$ cat src/rtl/mesh_pkg.sv
// Shared mesh definitions: NIC register map, packet width and packet field positions.
// Latency: none (declarations only).
// Backpressure: none (declarations only).
package mesh_pkg;

   // Packet and NIC register width.
   localparam int DATA_WIDTH = 64;

   // Virtual-channel tag: a packet may only move on cycles whose polarity matches it.
   localparam int VC_BIT = 63;

   // Packet field positions shared with the router.
   localparam int PKT_VC_BIT      = VC_BIT;
   localparam int PKT_PAYLOAD_MSB = VC_BIT - 1;
   localparam int PKT_PAYLOAD_LSB = 0;

   // NIC register map as seen by the processor.
   localparam logic [1:0] NIC_RX_DATA = 2'b00;
   localparam logic [1:0] NIC_RX_STAT = 2'b01;
   localparam logic [1:0] NIC_TX_DATA = 2'b10;
   localparam logic [1:0] NIC_TX_STAT = 2'b11;

   // Occupancy of a single-entry packet slot.
   typedef enum logic {
      SLOT_EMPTY = 1'b0,
      SLOT_FULL  = 1'b1
   } slot_state_t;

   // Extract the virtual-channel tag of a packet.
   function automatic logic pkt_vc(input logic [DATA_WIDTH-1:0] pkt);
      return pkt[PKT_VC_BIT];
   endfunction

endpackage

$ cat src/rtl/nic_slot.sv
// Single-entry packet buffer with a full flag; loads when empty, empties on drain.
// Latency: data and full flag visible the cycle after the load edge.
// Backpressure: a load while full is dropped; the producer must watch full.
module nic_slot #(
   parameter int W = 64
) (
   input  logic         clk,
   input  logic         reset,
   input  logic         load,
   input  logic         drain,
   input  logic [W-1:0] load_data,
   output logic         full,
   output logic [W-1:0] data
);
   import mesh_pkg::*;

   slot_state_t state;

   // Slot FSM: EMPTY captures on load, FULL releases on drain; the buffer keeps stale data.
   always_ff @(posedge clk) begin
      if (reset) begin
         state <= SLOT_EMPTY;
         data  <= '0;
      end else begin
         case (state)
            SLOT_EMPTY: begin
               if (load) begin
                  data  <= load_data;
                  state <= SLOT_FULL;
               end
            end
            SLOT_FULL: begin
               if (drain) begin
                  state <= SLOT_EMPTY;
               end
            end
            default: state <= SLOT_EMPTY;
         endcase
      end
   end

   assign full = (state == SLOT_FULL);

endmodule

$ cat src/rtl/mesh_nic.sv
// PE-side NIC: processor register port on one side, router PE port on the other.
// Latency: 1 cycle from tx write to earliest send strobe; rx data readable the cycle after arrival.
// Backpressure: tx holds until net_ro and matching polarity; net_ri drops while the rx slot is full.
module mesh_nic #(
   parameter int DATA_WIDTH = 64,
   parameter int VC_BIT     = 63
) (
   input  logic                  clk,
   input  logic                  reset,
   input  logic [1:0]            addr,
   input  logic [DATA_WIDTH-1:0] d_in,
   output logic [DATA_WIDTH-1:0] d_out,
   input  logic                  nicEn,
   input  logic                  nicWrEn,
   output logic                  net_so,
   output logic [DATA_WIDTH-1:0] net_do,
   input  logic                  net_ro,
   input  logic                  net_polarity,
   input  logic                  net_si,
   input  logic [DATA_WIDTH-1:0] net_di,
   output logic                  net_ri
);
   import mesh_pkg::*;

   logic                  tx_full;
   logic                  rx_full;
   logic [DATA_WIDTH-1:0] tx_buf;
   logic [DATA_WIDTH-1:0] rx_buf;
   logic                  rd_en;
   logic                  tx_load;
   logic                  rx_load;
   logic                  rx_drain;

   assign rd_en = nicEn & ~nicWrEn;

   // A tx write while full is dropped inside the slot, so a same-cycle write and send loses the write.
   assign tx_load  = nicEn & nicWrEn & (addr == NIC_TX_DATA);
   assign rx_load  = net_si & net_ri;
   assign rx_drain = rd_en & (addr == NIC_RX_DATA) & rx_full;

   // The packet leaves only on a cycle whose mesh polarity matches its VC tag.
   assign net_so = ~reset & tx_full & net_ro & (net_polarity == tx_buf[VC_BIT]);
   assign net_do = tx_full ? tx_buf : '0;
   assign net_ri = ~rx_full;

   nic_slot #(.W(DATA_WIDTH)) u_tx_slot (
      .clk       (clk),
      .reset     (reset),
      .load      (tx_load),
      .drain     (net_so),
      .load_data (d_in),
      .full      (tx_full),
      .data      (tx_buf)
   );

   nic_slot #(.W(DATA_WIDTH)) u_rx_slot (
      .clk       (clk),
      .reset     (reset),
      .load      (rx_load),
      .drain     (rx_drain),
      .load_data (net_di),
      .full      (rx_full),
      .data      (rx_buf)
   );

   // Processor read mux; returns zero unless a read is enabled.
   always_comb begin
      d_out = '0;
      if (rd_en) begin
         case (addr)
            NIC_RX_DATA: d_out = rx_buf;
            NIC_RX_STAT: d_out = {{(DATA_WIDTH-1){1'b0}}, rx_full};
            NIC_TX_DATA: d_out = tx_buf;
            NIC_TX_STAT: d_out = {{(DATA_WIDTH-1){1'b0}}, tx_full};
            default:     d_out = '0;
         endcase
      end
   end

endmodule

$ cat config.mk
export PLATFORM = sky130hd
export DESIGN_NAME = mesh_nic
export DESIGN_NICKNAME = d
export VERILOG_FILES = /design/src/rtl/mesh_pkg.sv /design/src/rtl/nic_slot.sv /design/src/rtl/mesh_nic.sv
export SDC_FILE = /design/constraint.sdc
export NUM_CORES = 1
export LEC_CHECK = 0
export ABC_AREA = 1
export ABC_CLOCK_PERIOD_IN_PS = 1520
export CAP_MARGIN = 15
export CORE_MARGIN = 1
export CORE_UTILIZATION = 43
export CTS_CLUSTER_DIAMETER = 150
export DETAILED_ROUTE_END_ITERATION = 7
export PLACE_DENSITY = 0.81
export SYNTH_ARGS = -nofsm -noshare
export SYNTH_HDL_FRONTEND = slang
export SYNTH_SLANG_ARGS = --single-unit
$ cat constraint.sdc
create_clock -name clk -period 1.52 [get_ports clk]
set_input_delay 0.152 -clock clk [delete_from_list [all_inputs] [get_ports clk]]
set_output_delay 0.152 -clock clk [all_outputs]
set_load 0.005 [all_outputs]
# == Word level (Yosys, flattened, before mapping) ==
# Index checks and enable logic that the tools add are counted.
# totals
register_bits,130
output_inout_bits,130
word_cells,33
# classes
muxes,9
eq_ne,4
bitwise,13
reduce_logical,3
# op_table
op,count
$pmux W64 S4,1
$mux W64,2
$and A1 B1 Y1,9
$eq A2 B2 Y1 const B,2
$mux W1,4
$not A1 Y1,4
$pmux W1 S2,2
$reduce_and A2 Y1,2
$eq A2 B1 Y1 const B,1
$logic_not A2 Y1,1
$eq A1 B1 Y1,1

# == Depth between registers and ports, before layout ==
# Gate-level depths: netlist (run 1).
# depth
ltp_word,6
ltp_mapped,8

# == Cells and area by module ==
# A second synthesis (run 1) with hierarchy kept.
# unflattened
hier_cells,1204
area_unflattened_um2,7100.6
# by_module_without_submodules
module,area_each_um2,n_inst,seq_area_each_um2,cells_per_inst
nic_slot,2775.2,2,1301.2,419
mesh_nic,1550.2,1,0.0,366

# == Worst setup path after synthesis (run 1) ==
# No wires, ideal clock.
# synth_timing
path_kind,register -> register
from,register u_tx_slot.state (netlist: u_tx_slot.full)
to,register u_tx_slot.data[63]
required_time_ns,1.407
n_path_buf,2
stages_incl_launch_ff,9
arrival_ns,0.954
synth_period_minus_slack_ns,1.067
slack_ns,0.453
path_cell_list,dfxtp_1 -> inv_2 -> nand2_1 -> nor2_2 -> buf_6 -> buf_6 -> nand2_1 -> nand2_1 -> nor2_1
# synth_between
elab_chain_len,2
# synth_lines
element,line_no,source
"start, declared",nic_slot.sv:17,slot_state_t state;
"start signal, assigned",nic_slot.sv:22,state <= SLOT_EMPTY;
"start signal, assigned",nic_slot.sv:29,state <= SLOT_FULL;
"start signal, assigned",nic_slot.sv:34,state <= SLOT_EMPTY;
$not A1 Y1,n/a,
$reduce_and A2 Y1 (no line),n/a,
"end signal, assigned",nic_slot.sv:28,data <= load_data;
"end, declared",nic_slot.sv:13,output logic [W-1:0] data
# Every way passes these cells.
# A chain may end at the register's enable or synchronous reset.

# == Final worst setup path (run 1) ==
# layout_timing
from,register u_tx_slot.state (netlist: u_tx_slot.full)
to,output net_do[62]
# layout_between
elab_chain_len,1
# layout_lines
element,line_no,source
$mux W64,mesh_nic.sv:43,assign net_do = tx_full ? tx_buf : '0;
"end, declared",mesh_nic.sv:16,"output logic [DATA_WIDTH-1:0] net_do,"
# Every way passes these cells.

==> key figures, run 1 <==
Outcome
  – Violated checks: setup timing
  – Status: finished with violations

GRT
  – GRT Overall Usage: 30.0%
  – GRT overflow: 0
  – Initial antenna violation count: 0
  – Largest net degree at the start of global routing: 63
  – Number of global-route vias before repair: 6829
  – First-pass GRT wire length: 34600 um

Cells and area
  – Antenna cell count: 0
  – Core Util, Final: 70.7%
  – Share of layout cells above drive strength 1: 18.3%
  – Commonest cells after routing, fill and taps aside: nand2_1 (309), nor2_1 (256), inv_1 (133)
  – Fill count: 1232
  – Final Net Count: around 1500
  – Most common cell after layout, fill and taps aside: nand2_1
  – P&R area growth vs syn: 60.6%

Synthesis
  – Synth warn: 0
  – Syn nets: about 1200
  – Avg Cell Area, Syn: 6.03 um^2
  – Cell area after synthesis: 6400 um^2
  – Seq/Total Area, Yosys: 40.7%
  – Post-synthesis register bit count: 130
  – Post-Syn Instances: 1061
  – Library cells used by synthesis: 17

Critical path
  – Worst path arrival time: 1.41 ns
  – Critical path class: reg2out
  – Worst EP required: 1.37 ns
  – Startpoint Class: flop
  – Crit path max fanout: 16
  – Critical path endpoint category: primary output

Place
  – Pre-CTS WS: -0.606 ns
  – DP Wirelength: 14500 um
  – RD Place Congestion: 0.839
  – Port bufs: 266

Floorplan
  – Row cnt: between 40 and 50
  – Initial Util: 44.0%
  – CORE AREA: 14500 um^2
  – Die area: 15400 um^2
  – IO Count: 267
  – Vert. Die Dim: 124 um
  – Die X: about 120 um

STA
  – Final hold viol count: 0
  – Worst Tran Pin Value: just under 0.3 ns
  – Final min period: between 1.5 and 2 ns
  – Setup Viol. Count Final: 12
  – Max_slew headroom: 80.5%
  – Final worst-path setup slack: -0.0447 ns
  – TNS Setup: -0.308 ns
  – Final count of pins violating max slew: 0
  – Crit share post-route: 103%
  – Max Clk Rate: 639 MHz
  – RSZ-0062 raised after global routing: yes
  – Clk_skew: between 0.005 and 0.006 ns

Clocking
  – CTS H-tree lvls: 4
  – CTS tree: yes
  – Max Buffers Root-to-Sink: 2
  – CTS sink count: 130
  – Root Driver: clkbuf_16
  – Clock latency on the worst-skew pair: 0.42 ns
  – Clock slew at reported path FFs: 0.05 ns
  – CTS buffer count: 17

Min path
  – Worst hold path class: in2reg

Power and ir drop
  – Sw power: 2.23 mW
  – Power Dens Cells: about 880 nW/um^2
  – Combinational share of power: 16.3%
  – Clock network fraction of design power: 42.3%
  – P_int: 6.82 mW
  – Leakage: roughly 5.3 nW
  – VDD IR max: 0.000801 V
  – Seq pwr share: 41.4%
  – Total power: 9.06 mW
  – Net Sw Frac: 24.7%

Route
  – Routed Antenna Nets: 0
  – Routed via count: 7529
  – DR vias/cell: 4.88
  – Routed len/inst: 15.1 um
  – Iter 0 DRT Violations: 564
  – Pre-Repair DR Iteration Count: 5
  – WL final: 23300 um
  – DR DRC count: 0

Run
  – Maximum capacitance violations: 0
## metrics by stage
stage          cells  instance area [um^2]  hold slack (ns)
2_1_floorplan   1061                  6400            0.221
3_3_place_gp    1477                  9370            0.443
3_5_place_dp    1477                  9370            0.455
4_1_cts         1537                 10400            0.321
5_1_grt         1542                 10300            0.340
6_report        1542                 10300            0.334
## critical path, cell delays in order, from the launching register on
cell and delay, ns:
dfxtp_4 0.36, buf_4 0.14, buf_12 0.14, buf_4 0.14
nand2_1 0.05, inv_1 0.04, buf_2 0.13
## worst paths after layout
kind                           from            endpoint  slack, ns  cells past startpoint
setup / recovery     u_tx_slot.full          net_do[62]      -0.04                      6
hold / removal              nicWrEn      u_rx_slot.full       0.33                      6
setup reg to reg     u_tx_slot.full  u_tx_slot.data[30]       0.04                      8
hold reg to reg   u_rx_slot.data[0]   u_rx_slot.data[0]       0.46                      2
## final cells by class
type	count	area (um^2)	area share (%)
Tap cell	184	230	2.24
Clock inverter	6	55.1	0.535
Inverter	141	531	5.16
Multi-Input combinational cell	723	3060	29.8
Timing Repair Buffer	335	3300	32.1
Sequential cell	130	2610	25.3
Clock buffer	23	498	4.84
## power by group through the flow
stage	registers (mW)	clock network [mW]	logic (mW)
2_1_floorplan	3.78	0	0.613
3_3_place_gp	3.80	0	1.24
3_5_place_dp	3.81	0	1.26
4_1_cts	3.74	3.87	1.44
5_1_grt	3.77	4.04	1.62
6_report	3.75	3.83	1.48
## state kept, by name (all words and copies together), names as in the netlist
register        flops
u_tx_slot.full      1
u_rx_slot.full      1
u_tx_slot.data     64
u_rx_slot.data     64
## Yosys cell counts
| master | number | area share (%) |
|---|---|---|
| nand3_1 | 2 | 0.16 |
| dfxtp_1 | 130 | 41 |
| nand2_2 | 1 | 0.098 |
| nand2_1 | 327 | 19 |
| nor2_1 | 257 | 15 |
| inv_2 | 4 | 0.23 |
| buf_6 | 9 | 1.6 |
| buf_4 | 6 | 0.70 |
| buf_2 | 24 | 1.9 |
| nor2_2 | 1 | 0.098 |
| a21oi_1 | 68 | 5.3 |
| o21ai_0 | 60 | 4.7 |
| inv_1 | 137 | 8.0 |
| buf_1 | 6 | 0.35 |
| nor2_4 | 1 | 0.18 |
| clkbuf_1 | 22 | 1.3 |
| o21ai_1 | 6 | 0.47 |
## layer usage
layer	track usage (%)	share of wire (%)	vias up
met5	0	0	-
met2	49.0	47	327
met4	18.9	5.3	0
li1	-	-	3717
met3	7.28	7.3	82
met1	35.4	40	3403
## cell families (layout without fill, tap and decap cells)
| logic type | count (synthesis) | in the layout | synth area share (%) |
|---|---|---|---|
| simple gates | 589 | 589 | 34.8 |
| buf+inv | 208 | 505 | 14.1 |
| compound gates | 134 | 134 | 10.5 |
| flops | 130 | 130 | 40.7 |
## timing repair
| action | CTS | global route |
|---|---|---|
| gates resized for setup | 363 | 117 |
| setup buffers | 22 | 5 |
| cloned | 9 | 1 |
| setup endpoints to repair | 130 | 108 |
| hold buffers | 0 | 0 |
| pin swaps | 15 | 7 |
No activity file was read; power rests on OpenSTA's default activity.
==> inputs of run 2 (changes only) <==
Settings changed: GPL_ROUTABILITY_DRIVEN set to 0.
==> results of run 2 <==
Same layout as run 1: the final DEF is identical, and so are final timing and power.
